## src/rtl/pwm_ramp_ctrl_if.sv

```systemverilog
// pwm_ramp_ctrl_if
// Bundles the CPU register bus and the PWM-core side signals of pwm_ramp_ctrl.
//   master : CPU/PWM-core side (drives the bus strobes and period_end)
//   slave  : the controller (drives rdata and the pwm_* outputs and irq)
// Ports carried:
//   wr_en, rd_en, addr[1:0], wdata[31:0]  bus request
//   rdata[31:0]                            registered read data
//   period_end                             PWM counter wrap pulse
//   pwm_period, pwm_duty [W-1:0], pwm_load, pwm_enable, irq
interface pwm_ramp_ctrl_if #(
  parameter int W = 16
);
  logic         wr_en;
  logic         rd_en;
  logic [1:0]   addr;
  logic [31:0]  wdata;
  logic [31:0]  rdata;
  logic         period_end;
  logic [W-1:0] pwm_period;
  logic [W-1:0] pwm_duty;
  logic         pwm_load;
  logic         pwm_enable;
  logic         irq;

  modport master (
    output wr_en, rd_en, addr, wdata, period_end,
    input  rdata, pwm_period, pwm_duty, pwm_load, pwm_enable, irq
  );

  modport slave (
    input  wr_en, rd_en, addr, wdata, period_end,
    output rdata, pwm_period, pwm_duty, pwm_load, pwm_enable, irq
  );
endinterface

```

## src/rtl/pwm_ramp_ctrl.sv

```systemverilog
// pwm_ramp_ctrl
// Register-programmed sequencer for the PWM core. Either holds a manual duty
// or runs an up/hold/down/hold breathing ramp. Every change to the PWM core
// is committed on period_end (except enable/disable), so no partial cycles.
// Ports:
//   clk  system clock
//   rst  asynchronous active-high reset
//   bus  pwm_ramp_ctrl_if.slave (register bus + PWM core signals)
// Registers: 0 CTRL {EN,MODE,ONESHOT}, 1 PERIOD, 2 DUTY (manual / ramp max),
//            3 STEP_HOLD {hold[31:16], step[W-1:0]}
// Optional: define PWM_RAMP_IRQ_EN to build the sticky sequence-done irq flag;
//           otherwise irq is tied low and CTRL[8] reads 0.
module pwm_ramp_ctrl #(
  parameter int W          = 16,
  parameter int PERIOD_RST = 1000
) (
  input logic           clk,
  input logic           rst,
  pwm_ramp_ctrl_if.slave bus
);

  typedef enum logic [2:0] {
    IDLE      = 3'd0,
    MANUAL    = 3'd1,
    RAMP_UP   = 3'd2,
    HOLD_HI   = 3'd3,
    RAMP_DOWN = 3'd4,
    HOLD_LO   = 3'd5
  } state_t;

  // shadow registers
  logic [2:0]   ctrl_reg;
  logic [W-1:0] period_reg;
  logic [W-1:0] duty_reg;
  logic [W-1:0] step_reg;
  logic [15:0]  hold_reg;

  state_t       state_reg, state_next;
  logic [W-1:0] pwm_period_reg, pwm_period_next;
  logic [W-1:0] pwm_duty_reg, pwm_duty_next;
  logic         pwm_load_reg, pwm_load_next;
  logic         pwm_enable_reg, pwm_enable_next;
  logic [15:0]  hold_cnt_reg, hold_cnt_next;
  logic [31:0]  rdata_reg, rd_mux;
  logic         irq_flag_reg;
  logic         oneshot_done;

  logic wr_ctrl, en_rise, en_fall;
  assign wr_ctrl = bus.wr_en && (bus.addr == 2'd0);
  assign en_rise = wr_ctrl && !ctrl_reg[0] && bus.wdata[0];
  assign en_fall = wr_ctrl && ctrl_reg[0] && !bus.wdata[0];

  // Ramp arithmetic carries one extra bit so sums never wrap.
  logic [W:0] step_eff, max_eff, duty_ext, up_sum, up_val, down_val;
  logic       hold_done;
  assign step_eff  = (step_reg == '0) ? (W+1)'(1) : {1'b0, step_reg};
  assign max_eff   = (duty_reg < period_reg) ? {1'b0, duty_reg} : {1'b0, period_reg};
  assign duty_ext  = {1'b0, pwm_duty_reg};
  assign up_sum    = duty_ext + step_eff;
  assign up_val    = (up_sum >= max_eff) ? max_eff : up_sum;
  assign down_val  = (duty_ext > step_eff) ? (duty_ext - step_eff) : '0;
  // Hold exits once hold_reg full periods have been spent at the extreme;
  // hold=0 therefore leaves on the first period_end after arrival.
  assign hold_done = (hold_cnt_reg >= hold_reg);

  always_comb begin
    state_next      = state_reg;
    pwm_period_next = pwm_period_reg;
    pwm_duty_next   = pwm_duty_reg;
    pwm_load_next   = 1'b0;
    pwm_enable_next = pwm_enable_reg;
    hold_cnt_next   = hold_cnt_reg;
    oneshot_done    = 1'b0;
    if (en_fall) begin
      state_next      = IDLE;
      pwm_enable_next = 1'b0;
      pwm_duty_next   = '0;
      hold_cnt_next   = '0;
    end else if (en_rise) begin
      // Start immediately with the current shadow values; ramps start at 0.
      pwm_enable_next = 1'b1;
      pwm_load_next   = 1'b1;
      pwm_period_next = period_reg;
      pwm_duty_next   = bus.wdata[1] ? '0 : duty_reg;
      state_next      = bus.wdata[1] ? RAMP_UP : MANUAL;
      hold_cnt_next   = '0;
    end else if (bus.period_end && (state_reg != IDLE)) begin
      pwm_load_next   = 1'b1;
      pwm_period_next = period_reg;
      if (!ctrl_reg[1]) begin
        state_next    = MANUAL;
        pwm_duty_next = duty_reg;
        hold_cnt_next = '0;
      end else begin
        unique case (state_reg)
          MANUAL: begin
            // manual->ramp continues from whatever duty is on the pin
            state_next    = RAMP_UP;
            hold_cnt_next = '0;
          end
          RAMP_UP: begin
            pwm_duty_next = up_val[W-1:0];
            if (up_val == max_eff) begin
              state_next    = HOLD_HI;
              hold_cnt_next = '0;
            end
          end
          HOLD_HI: begin
            if (hold_done) begin
              pwm_duty_next = down_val[W-1:0];
              hold_cnt_next = '0;
              state_next    = (down_val == '0) ? HOLD_LO : RAMP_DOWN;
            end else begin
              hold_cnt_next = hold_cnt_reg + 16'd1;
            end
          end
          RAMP_DOWN: begin
            pwm_duty_next = down_val[W-1:0];
            if (down_val == '0) begin
              state_next    = HOLD_LO;
              hold_cnt_next = '0;
            end
          end
          HOLD_LO: begin
            if (hold_done) begin
              hold_cnt_next = '0;
              if (ctrl_reg[2]) begin
                state_next      = IDLE;
                pwm_enable_next = 1'b0;
                pwm_load_next   = 1'b0;
                pwm_period_next = pwm_period_reg;
                oneshot_done    = 1'b1;
              end else begin
                pwm_duty_next = up_val[W-1:0];
                state_next    = (up_val == max_eff) ? HOLD_HI : RAMP_UP;
              end
            end else begin
              hold_cnt_next = hold_cnt_reg + 16'd1;
            end
          end
          default: begin
            state_next      = IDLE;
            pwm_enable_next = 1'b0;
            pwm_load_next   = 1'b0;
          end
        endcase
      end
    end
  end

  always_ff @(posedge clk or posedge rst) begin
    if (rst) begin
      state_reg      <= IDLE;
      pwm_period_reg <= W'(PERIOD_RST);
      pwm_duty_reg   <= '0;
      pwm_load_reg   <= 1'b0;
      pwm_enable_reg <= 1'b0;
      hold_cnt_reg   <= '0;
    end else begin
      state_reg      <= state_next;
      pwm_period_reg <= pwm_period_next;
      pwm_duty_reg   <= pwm_duty_next;
      pwm_load_reg   <= pwm_load_next;
      pwm_enable_reg <= pwm_enable_next;
      hold_cnt_reg   <= hold_cnt_next;
    end
  end

  // Shadow registers. A finished one-shot self-clears EN so that software
  // re-arms it with an ordinary 0->1 write; done beats a same-cycle EN write.
  always_ff @(posedge clk or posedge rst) begin
    if (rst) begin
      ctrl_reg   <= '0;
      period_reg <= W'(PERIOD_RST);
      duty_reg   <= '0;
      step_reg   <= '0;
      hold_reg   <= '0;
    end else begin
      if (wr_ctrl) begin
        ctrl_reg <= {bus.wdata[2:1], bus.wdata[0] & ~oneshot_done};
      end else if (oneshot_done) begin
        ctrl_reg[0] <= 1'b0;
      end
      if (bus.wr_en) begin
        unique case (bus.addr)
          2'd1: period_reg <= bus.wdata[W-1:0];
          2'd2: duty_reg   <= bus.wdata[W-1:0];
          2'd3: begin
            step_reg <= bus.wdata[W-1:0];
            hold_reg <= bus.wdata[31:16];
          end
          default: ;
        endcase
      end
    end
  end

`ifdef PWM_RAMP_IRQ_EN
  // Sticky done flag; a set in the same cycle as a software clear wins.
  logic irq_set;
  assign irq_set = oneshot_done ||
                   ((state_next == HOLD_LO) && (state_reg != HOLD_LO) && !ctrl_reg[2]);
  always_ff @(posedge clk or posedge rst) begin
    if (rst)                          irq_flag_reg <= 1'b0;
    else if (irq_set)                 irq_flag_reg <= 1'b1;
    else if (wr_ctrl && bus.wdata[8]) irq_flag_reg <= 1'b0;
  end
`else
  assign irq_flag_reg = 1'b0;
`endif

  logic [15:0] duty16;
  assign duty16 = 16'(pwm_duty_reg);

  always_comb begin
    rd_mux = '0;
    unique case (bus.addr)
      2'd0: begin
        rd_mux[2:0]   = ctrl_reg;
        rd_mux[6:4]   = state_reg;
        rd_mux[8]     = irq_flag_reg;
        rd_mux[31:16] = duty16;
      end
      2'd1: rd_mux = 32'(period_reg);
      2'd2: rd_mux = 32'(duty_reg);
      default: rd_mux = {hold_reg, 16'(step_reg)};
    endcase
  end

  always_ff @(posedge clk or posedge rst) begin
    if (rst)             rdata_reg <= '0;
    else if (bus.rd_en)  rdata_reg <= rd_mux;
  end

  assign bus.rdata      = rdata_reg;
  assign bus.pwm_period = pwm_period_reg;
  assign bus.pwm_duty   = pwm_duty_reg;
  assign bus.pwm_load   = pwm_load_reg;
  assign bus.pwm_enable = pwm_enable_reg;
  assign bus.irq        = irq_flag_reg;

endmodule

```

## src/flat_wrapper.sv

```systemverilog
// flat-port wrapper written by rule: the top's interface ports become plain ports
module pwm_ramp_ctrl_flat 
#(
  parameter int W          = 16,
  parameter int PERIOD_RST = 1000
)
  (clk, rst, bus_wr_en, bus_rd_en, bus_addr, bus_wdata, bus_period_end, bus_rdata, bus_pwm_period, bus_pwm_duty, bus_pwm_load, bus_pwm_enable, bus_irq);
  pwm_ramp_ctrl_if #(.W(W)) bus_i ();
  input logic clk;
  input logic rst;
  input wire logic [$bits(bus_i.wr_en)-1:0] bus_wr_en;
  input wire logic [$bits(bus_i.rd_en)-1:0] bus_rd_en;
  input wire logic [$bits(bus_i.addr)-1:0] bus_addr;
  input wire logic [$bits(bus_i.wdata)-1:0] bus_wdata;
  input wire logic [$bits(bus_i.period_end)-1:0] bus_period_end;
  output wire logic [$bits(bus_i.rdata)-1:0] bus_rdata;
  output wire logic [$bits(bus_i.pwm_period)-1:0] bus_pwm_period;
  output wire logic [$bits(bus_i.pwm_duty)-1:0] bus_pwm_duty;
  output wire logic [$bits(bus_i.pwm_load)-1:0] bus_pwm_load;
  output wire logic [$bits(bus_i.pwm_enable)-1:0] bus_pwm_enable;
  output wire logic [$bits(bus_i.irq)-1:0] bus_irq;
  assign bus_i.wr_en = bus_wr_en;
  assign bus_i.rd_en = bus_rd_en;
  assign bus_i.addr = bus_addr;
  assign bus_i.wdata = bus_wdata;
  assign bus_i.period_end = bus_period_end;
  assign bus_rdata = bus_i.rdata;
  assign bus_pwm_period = bus_i.pwm_period;
  assign bus_pwm_duty = bus_i.pwm_duty;
  assign bus_pwm_load = bus_i.pwm_load;
  assign bus_pwm_enable = bus_i.pwm_enable;
  assign bus_irq = bus_i.irq;
  pwm_ramp_ctrl #(.W(W), .PERIOD_RST(PERIOD_RST)) u_core (.clk(clk), .rst(rst), .bus(bus_i));
endmodule
```

## config.mk

```make
export PLATFORM = sky130hd
export DESIGN_NAME = pwm_ramp_ctrl_flat
export DESIGN_NICKNAME = d
export VERILOG_FILES = /design/src/rtl/pwm_ramp_ctrl_if.sv /design/src/rtl/pwm_ramp_ctrl.sv /design/src/flat_wrapper.sv
export SDC_FILE = /design/constraint.sdc
export NUM_CORES = 1
export LEC_CHECK = 0
export CORE_MARGIN = 1
export CORE_UTILIZATION = 63
export DETAILED_ROUTE_END_ITERATION = 6
export PLACE_DENSITY = 0.91
export SLEW_MARGIN = 20
export SYNTH_ARGS = -nofsm -noshare
export SYNTH_HDL_FRONTEND = slang
export SYNTH_SLANG_ARGS = --single-unit
```

## constraint.sdc

```tcl
create_clock -name clk -period 9.35 [get_ports clk]
set_clock_uncertainty 0.1 [all_clocks]
set_input_delay 1.87 -clock clk [delete_from_list [all_inputs] [get_ports clk]]
set_output_delay 1.87 -clock clk [all_outputs]
set_load 0.005 [all_outputs]
```

# Word-level counts from Yosys, hierarchy flattened
# Index checks and enable logic that the tools add are counted.
# word_totals
regBits	152
latchBits	0
ramBits	0
mem_bits_ro	0
input_bits	39
wordCells	140
memories	0
# classes
add_sub_neg	3
multipliers	0
div_mod_pow	0
magnitude_cmp	4
n_eq_ne	20
shift	0
n_mux	70
n_bitwise	3
n_reduce_logical	27
# op_table
operator	count
16-bit 2-to-1 mux	23
16-bit case mux with 4 select lines	2
17-bit 2-to-1 mux	2
16-bit case mux with 2 select lines	1
5-bit != test (second input constant)	6
3-bit 2-to-1 mux	9
1-bit 2-to-1 mux	23
7-bit case mux with 3 select lines	1
3-bit case mux with 3 select lines	2
16-bit by 17-bit adder with 17-bit output	1
17-bit equality test	1
17-bit greater-or-equal comparator	1
16-bit by 17-bit greater-than comparator with 1-bit output	1
17-bit zero test	1
16-bit by 17-bit subtractor with 17-bit output	1
16-bit by 1-bit adder with 16-bit output (second input constant)	1
16-bit greater-or-equal comparator	1
16-bit zero test	1
16-bit less-than comparator	1
3-bit case mux with 5 select lines	1
5-bit AND reduction	3
7-bit != test (second input constant)	2
1-bit case mux with 3 select lines	3
3-bit nonzero test	3
20 further kinds	36

# Longest topological paths before layout
# Gate-level depths: netlist (run 1).
# depth
depth_word	14
ltp_mapped	22
mapped_depth_nobuf	21

# Worst setup path after synthesis (run 1)
# OpenSTA, ideal clock, no wires.
# synth_timing
path_kind	flip-flop to flip-flop
start	reg u_core.period_reg[9]
end	reg u_core.pwm_duty_reg[10] (netlist: u_core.bus.pwm_duty[10])
setup_time_ns	0.096
arrival_ns	4.605
required_ns	9.154
path_slack_ns	4.550
path_stages_with_launch	22
path_cell_list	dfstp_2 > inv_1 > ha_1 > nand4_1 > nor3_1 > or4b_1 > buf_4 > nand3_4 > buf_6 > mux2i_1 > ha_1 > a21o_1 > a21o_1 > a211oi_1 > o31ai_1 > a311oi_1 > clkbuf_1 > clkbuf_1 > a21oi_1 > o221ai_1 > o21ai_0 > o31ai_1
# synth_via
elab_chain_cells	11
# synth_rtl
item	line_no	source
from (decl)	pwm_ramp_ctrl.sv:33	logic [W-1:0] period_reg;
from (signal assigned)	pwm_ramp_ctrl.sv:174	period_reg <= W'(PERIOD_RST);
from (signal assigned)	pwm_ramp_ctrl.sv:186	2'd1: period_reg <= bus.wdata[W-1:0];
16-bit less-than comparator	pwm_ramp_ctrl.sv:57	assign max_eff = (duty_reg < period_reg) ? {1'b0, duty_reg} : {1'b0, period_reg};
16-bit 2-to-1 mux (*)	pwm_ramp_ctrl.sv:57	
17-bit greater-or-equal comparator	pwm_ramp_ctrl.sv:60	assign up_val = (up_sum >= max_eff) ? max_eff : up_sum;
17-bit 2-to-1 mux (*)	pwm_ramp_ctrl.sv:60	
16-bit 2-to-1 mux	pwm_ramp_ctrl.sv:127	if (ctrl_reg[2]) begin
16-bit 2-to-1 mux	pwm_ramp_ctrl.sv:125	if (hold_done) begin
16-bit case mux with 4 select lines (*)	pwm_ramp_ctrl.sv:95	unique case (state_reg)
16-bit 2-to-1 mux (*)	pwm_ramp_ctrl.sv:90	if (!ctrl_reg[1]) begin
16-bit 2-to-1 mux (*)	pwm_ramp_ctrl.sv:87	end else if (bus.period_end && (state_reg != IDLE)) begin
16-bit 2-to-1 mux (*)	pwm_ramp_ctrl.sv:79	end else if (en_rise) begin
16-bit 2-to-1 mux (*)	pwm_ramp_ctrl.sv:74	if (en_fall) begin
to (signal assigned)	pwm_ramp_ctrl.sv:162	pwm_duty_reg <= pwm_duty_next;
to (decl)	pwm_ramp_ctrl.sv:40	logic [W-1:0] pwm_duty_reg, pwm_duty_next;
# Mark *: on every way between the ends. The rest lies on a longest branch, timed or not. The select of a mux whose other input is x is not followed.
# A chain may end at the register's enable or synchronous reset.

# Final worst setup path (run 1)
# layout_timing
start	reg u_core.step_reg[12]
end	reg u_core.hold_cnt_reg[15]
# layout_via
elab_chain_cells	8
# layout_rtl
item	line_no	source
from (decl)	pwm_ramp_ctrl.sv:35	logic [W-1:0] step_reg;
from (signal assigned)	pwm_ramp_ctrl.sv:189	step_reg <= bus.wdata[W-1:0];
16-bit zero test	pwm_ramp_ctrl.sv:56	assign step_eff = (step_reg == '0) ? (W+1)'(1) : {1'b0, step_reg};
16-bit 2-to-1 mux (*)	pwm_ramp_ctrl.sv:56	
16-bit by 17-bit adder with 17-bit output	pwm_ramp_ctrl.sv:59	assign up_sum = duty_ext + step_eff;
17-bit greater-or-equal comparator	pwm_ramp_ctrl.sv:60	
17-bit 2-to-1 mux	pwm_ramp_ctrl.sv:60	
17-bit equality test	pwm_ramp_ctrl.sv:103	if (up_val == max_eff) begin
5-bit != test (no source line)	n/a	
4-bit AND reduction (no source line) (*)	n/a	
to (signal assigned)	pwm_ramp_ctrl.sv:165	hold_cnt_reg <= hold_cnt_next;
to (decl)	pwm_ramp_ctrl.sv:43	logic [15:0] hold_cnt_reg, hold_cnt_next;
# Mark *: on every way between the ends. The rest lies on a longest branch, timed or not.

==> results of run 1 <==
-- per-layer routing --
layer,GRT usage,share of wire,up-vias
met1,0.490,0.40,4674
met3,0.0792,0.097,134
met5,0,0,-
met2,0.575,0.45,627
li1,-,-,4271
met4,0.177,0.049,0
-- cell usage after synthesis (13+ instances only) --
master / number
dfrtp_1: 140
a22oi_1: 28
nand4_1: 26
mux2_2: 99
inv_1: 78
nor2_1: 95
mux2i_1: 14
o211ai_1: 19
nor2b_1: 13
clkbuf_1: 60
o21ai_0: 46
xnor2_1: 24
nand2_1: 83
or3_1: 24
nor3_1: 17
ha_1: 80
a21oi_1: 69
nor4_1: 14
a21o_1: 14
o41ai_1: 16
-- where the power goes --
part | internal, uW | switching (uW)
sequential | 833 | 254
clock | 378 | 320
combinational | 1070 | 1420
total | 2280 | 1990
-- worst paths after layout --
kind	startpoint	endpoint	slack, ns	cells after the start
max	u_core.step_reg[12]	u_core.hold_cnt_reg[15]	3.70	20
min	u_core.bus.pwm_period[2]	u_core.bus.pwm_period[2]	0.41	1
max reg2reg	u_core.step_reg[12]	u_core.hold_cnt_reg[15]	3.70	20
min reg2reg	u_core.bus.pwm_period[2]	u_core.bus.pwm_period[2]	0.41	1
max in group asynchronous	rst	u_core.bus.pwm_duty[3]	6.18	3
min in group asynchronous	rst	u_core.bus.pwm_period[14]	1.79	2
-- through the flow --
| step | cells | total power, uW | utilization | hold WS, ns |
|---|---|---|---|---|
| 6_report | 1432 | 4270 | 0.747 | 0.407 |
| 5_1_grt | 1432 | 4510 | 0.747 | 0.412 |
| 2_1_floorplan | 1141 | 2700 | - | 0.372 |
| 4_1_cts | 1431 | 4190 | 0.746 | 0.408 |
| 3_3_place_gp | 1399 | 3380 | 0.711 | 0.390 |
| 3_5_place_dp | 1399 | 3450 | 0.711 | 0.392 |
-- critical path, cell delays in order, from the launching register on --
cell and delay [ns]:
dfrtp_1 0.49, nor3_1 0.36, a41o_1 0.26, ha_1 0.24, fa_1 0.25, nor2b_1 0.19, o211ai_1 0.13, nand2_1 0.17
a21oi_1 0.12, o311ai_0 0.92, ha_1 0.40, a21oi_1 0.16, nor2b_1 0.07, o21ai_0 0.14, o211a_1 0.16, o31ai_1 0.07
a311oi_2 0.30, inv_1 0.19, nor4b_2 0.46, o31ai_1 0.18, a41oi_1 0.23
-- layout make-up --
class | instances | area share
clock buffer | 17 | 0.0343
clock inverter | 15 | 0.0126
inverter | 80 | 0.0246
multi-input combinational | 833 | 0.507
sequential | 152 | 0.308
tap | 220 | 0.0222
timing repair buffer | 115 | 0.0912
-- cell families (layout without fill, tap and decap cells) --
group           Yosys count  after routing  synth area share
compound gates          271            271             0.174
xor+xnor                 34             34            0.0291
fa+ha+maj                82             82            0.0973
buf+inv                 156            227            0.0576
flops                   152            152             0.357
mux                     123            123             0.135
other cells               1              1          0.000350
simple gates            322            322             0.150
==> summary.md, run 1 <==
| Metric | Value |
|---|---|
| Crit path DAT | 5.91 ns |
| Peak VDD IR | ~0.00026 V |
| Largest net degree at the start of global routing | 84 |
| Max reg flops | 32 |
| Syn Nets | ~1,300 |
| Distinct cells, synth | between 80 and 90 |
| Cells after Synth | approximately 1,100 |
| # diodes | 0 |
| Syn_area_per_cell | approximately 9.4 um^2 |
| Vias in the first global route | 9,258 |
| CTS Buf Count | 17 |
| Slack of the critical path | approximately 3.7 ns |
| First-pass GRT wire length | roughly 50,000 um |
| Crit path capture type | register |
| Reg area | around 0.0038 mm^2 |
| First-iteration detailed-routing DRC count | approximately 1,200 |
| HPWL Detailed | around 23,000 um |
| Post-route ant nets | 0 |
| Worst-margin pin slew | around 1.1 ns |
| Worst skew pair latency | ~0.44 ns |
| Reg clk slew, reported paths | ~0.07 ns |
| DIE HEIGHT | about 130 um |
| Fin crit share | 0.605 |
| Vias post-DR | about 9,700 |
| # setup viols final | 0 |
| Synth Register Bits | between 150 and 200 |
| DR vias/cell | 6.78 |
| EDFF count, synth | 0 |
| Input/output buffers | around 100 |
| H-tree lvl count | 4 |
| # resized after CTS | 0 |
| Pre-CTS setup slack | 3.40 ns |
| P&R area growth vs syn | 15.8% |
| Pleak | 0.00533 uW |
| Die area | ~0.018 mm^2 |
| Status | finished, final reports clean |
| Core ar. | 0.0166 mm^2 |
| Synth Warn # | 0 |
| Drt drc | 0 |
| Row cnt | 47 |
| Detailed Route WL | roughly 32,000 um |
| Footprint of the multi-input gates | 0.00628 mm^2 |
| Hold_buf cts | 0 |
| CTS Buffer Depth | 2 |
| Wire per inst | around 22 um |
| Total iterations of the first detailed-routing run | 7 |
| RSZ-0062 raised after global routing | no |
| Total grt overflow | 0 |
| Synthesized cell area | 0.0107 mm^2 |
| Final GP Congestion | 1.00 |
| GRT Util Overall | 0.369 |
| Sequential element share of the synthesized area | 0.357 |
| Ratio of cells with drive above 1 in the final layout | 0.154 |
| Ports | approximately 110 |
| Setup TNS | 0 ns |
| Top area cells in the synthesized netlist | dfrtp_1, mux2_2, ha_1, nor2_1, a21oi_1 |
| Initial antenna violation count | 0 |
| Startpoint Class | register |
| Maximum fanout along the worst path | 6 |
| Fin nets | around 1,300 |
| Root buf cell | clkbuf_16 |
| Endpoints failing hold | 0 |
| Max Fclk | between 150 and 200 MHz |
| Hold Path Class | reg2reg |
| TritonCTS clock tree | yes |
| Slew headroom | 0.247 |
| Crit path kind | reg2reg |
| Final min period | 5.65 ns |
| Initial Utilization | 0.645 |
| Most frequent cells in the layout | dfrtp_1, clkdlybuf4s50_1, mux2_2, nor2_1, nand2_1 |
| Yosys top cell area share | 0.327 |
| Maxcap violations | 0 |
| Final Cell Area | roughly 0.012 mm^2 |
| Area after DPL | around 0.012 mm^2 |
| Die width | between 100 and 150 um |
| Dominant synthesized flop cell | dfrtp_1 |
| Most common cell after layout, fill and taps aside | dfrtp_1 |
| CP required | slightly below 10 ns |
| Clock sink count | between 150 and 200 |
| Synth async-reset ratio | 1.00 |
| Fillers | 1,133 |
| Post-CTS setup buffer count | 0 |
| Max Slew Vio Count | 0 |
| Pwr dens | roughly 340 mW/mm^2 |
| Leading area contributor after synthesis | dfrtp_1 |
Power figures use the tool's default switching activity.
==> run 2: changes to the inputs <==
- CORE_UTILIZATION: 63 -> 53
- PLACE_DENSITY: 0.91 -> 0.82
- clock period: 9.35 -> 4.85 ns (I/O delays scaled with it)
==> run 2 against run 1 <==
- via count up 1.3%
- global-route usage down 3.9 points
- register-to-register slack worse by 3.6 ns
- total power up 120%
- final cell count up 9.6%
- sequential power up 80%
- combinational power up 140%
- maximum frequency up 18%
- first-iteration DRC count down 27%
- worst hold slack worse by 0.0013 ns
- critical path type unchanged
- critical endpoint is now u_core.hold_cnt_reg[5]
==> summary.md, run 2 (synthesis gave the netlist of run 1 again) <==
| Metric | Value |
|---|---|
| Pleak | slightly below 0.006 uW |
| H-tree lvl count | 4 |
| Crit path capture type | register |
| Wire per inst | roughly 21 um |
| Largest net degree at the start of global routing | ~150 |
| Crit path DAT | ~5 ns |
| Fin nets | between 1,000 and 1,500 |
| Peak VDD IR | ~0.00042 V |
| Root buf cell | clkbuf_16 |
| Worst skew pair latency | 0.44 ns |
| Die area | between 0.02 and 0.025 mm^2 |
| Most frequent cells in the layout | dfrtp_1, clkdlybuf4s50_1, mux2_2, buf_4, nor2_1 |
| Area after DPL | ~0.012 mm^2 |
| HPWL Detailed | about 24,000 um |
| Hold EP | u_core.bus.pwm_period[4] |
| Maximum fanout along the worst path | 13 |
| Hold_sp | u_core.bus.pwm_period[4] |
| Total iterations of the first detailed-routing run | 7 |
| DR vias/cell | around 6.3 |
| Final Cell Area | ~0.013 mm^2 |
| CTS Buf Count | 17 |
| Total grt overflow | 0 |
| Row cnt | around 50 |
| Post-route ant nets | 0 |
| Worst R2R Start | u_core.step_reg[13] |
| Fillers | between 1,000 and 1,500 |
| Input/output buffers | approximately 100 |
| Clock sink count | ~150 |
| First-iteration detailed-routing DRC count | slightly below 900 |
| Startpoint Class | register |
| Initial antenna violation count | 0 |
| Status | finished, final reports clean |
| Max reg flops | 32 |
| Final hold slack | between 0.4 and 0.5 ns |
| Final core occ | 0.686 |
| Pwr dens | around 680 mW/mm^2 |
| Ratio of cells with drive above 1 in the final layout | 0.244 |
| RSZ-0062 raised after global routing | yes |
| Initial Utilization | 0.545 |
| Worst-margin pin slew | about 1.1 ns |
| Final GP Congestion | a little under 1 |
| Fin crit share | 0.985 |
| Detailed Route WL | roughly 34,000 um |
| Hold_buf cts | 0 |
| Hold Path Class | reg2reg |
| Reg-to-reg slack, setup | ~0.071 ns |
| R2R cell count | 22 |
| Vias in the first global route | between 9,000 and 10,000 |
| First-pass GRT wire length | 51,200 um |
| Cells after DPL | 1,527 |
| Crit path kind | reg2reg |
| Ports | approximately 110 |
| Vias post-DR | roughly 10,000 |
| GRT Util Overall | 0.329 |
| # diodes | 0 |
| Die width | between 100 and 150 um |
| Maxcap violations | 0 |
| Drt drc | 0 |
| DIE HEIGHT | 144 um |
| WHS Path Cells | 1 |
| Max Slew Vio Count | 0 |
| Slew headroom | 0.250 |
| TritonCTS clock tree | yes |
| P&R area growth vs syn | 26.0% |
| Endpoints failing hold | 0 |
| CTS Buffer Depth | 2 |
| Most common cell after layout, fill and taps aside | dfrtp_1 |
| Non-filler cells in the finished layout | about 1,600 |
| CP required | about 5.1 ns |
| Reg clk slew, reported paths | approximately 0.07 ns |
| Crit Reg-Reg Endpoint | u_core.hold_cnt_reg[5] |
| Max Fclk | 209 MHz |
| Core ar. | slightly below 0.02 mm^2 |
| Final min period | approximately 4.8 ns |
| # setup viols final | 0 |
run 2: changes by cell type in the layout (fill, tap and decap cells not counted), sizes merged:
cell      delta
clkbuf       +3
buf         +92
clkinvlp     +2
inv          -4
run 2: critical path, stage by stage, from the launching register on:
cell and delay, ns:
dfrtp_1 0.38, nor3_2 0.08, a41o_1 0.30, buf_6 0.14, ha_4 0.16, fa_2 0.35
nor2b_4 0.14, o211ai_1 0.26, nand2_2 0.15, a21oi_2 0.24, xnor2_2 0.18, inv_1 0.11
ha_1 0.32, nand4_1 0.18, o41ai_2 0.41, a311oi_2 0.09, buf_4 0.18, inv_2 0.09
nor4b_4 0.05, buf_4 0.17, nor4_4 0.30, buf_12 0.18, o211ai_1 0.09
run 2: how the worst max path moves through the flow:
stage | startpoint | end | slack [ns] | cells past startpoint
2_1_floorplan | u_core.period_reg[9] | u_core.bus.pwm_duty[10] | 0.05 | 21
3_3_place_gp | u_core.step_reg[12] | u_core.bus.pwm_duty[15] | -0.02 | 21
3_5_place_dp | u_core.step_reg[8] | u_core.hold_cnt_reg[14] | -0.17 | 21
4_1_cts | u_core.step_reg[5] | u_core.hold_cnt_reg[15] | -0.01 | 24
5_1_grt | u_core.step_reg[5] | u_core.bus.pwm_duty[0] | -0.05 | 21
6_report | u_core.step_reg[13] | u_core.hold_cnt_reg[5] | 0.07 | 22
run 2: power breakdown:
group | total, uW | switching (uW) | internal [uW]
Sequential | 1960 | 353 | 1610
Combinational | 5900 | 3180 | 2710
Clock | 1350 | 601 | 747
run 2: layout make-up:
type                    instances  area, um^2  area share
well taps                     265         332      0.0246
repair buffers                208        1850       0.137
clock inverters                13         134     0.00992
inverters                      80         304      0.0225
clock buffers                  19         453      0.0336
flip-flops and latches        152        3820       0.283
multi-input cells             833        6600       0.489
run 2: through the flow:
step | setup slack (ns) | total power [uW] | setup TNS (ns)
floorplan | 0.0496 | 5200 | 0
global placement | -0.0183 | 7060 | -0.0229
detailed placement | -0.174 | 7160 | -3.48
CTS | -0.0128 | 8680 | -0.0355
global route | -0.0481 | 9720 | -0.401
finish | 0.0707 | 9210 | 0
run 2: routing by layer:
layer / GRT usage / part of all wire / vias up
li1: - / - / 4460
met1: 0.441 / 0.42 / 4792
met2: 0.506 / 0.46 / 479
met3: 0.0632 / 0.078 / 100
met4: 0.170 / 0.046 / 0
met5: 0 / 0 / -
run 2: repair_timing:
action,in CTS,in global routing
setup buffers,7,5
cloned,0,1
gates resized for setup,19,41
endpoints found under the hold margin,0,0
pin swaps,16,15
endpoints found under the setup margin,35,35
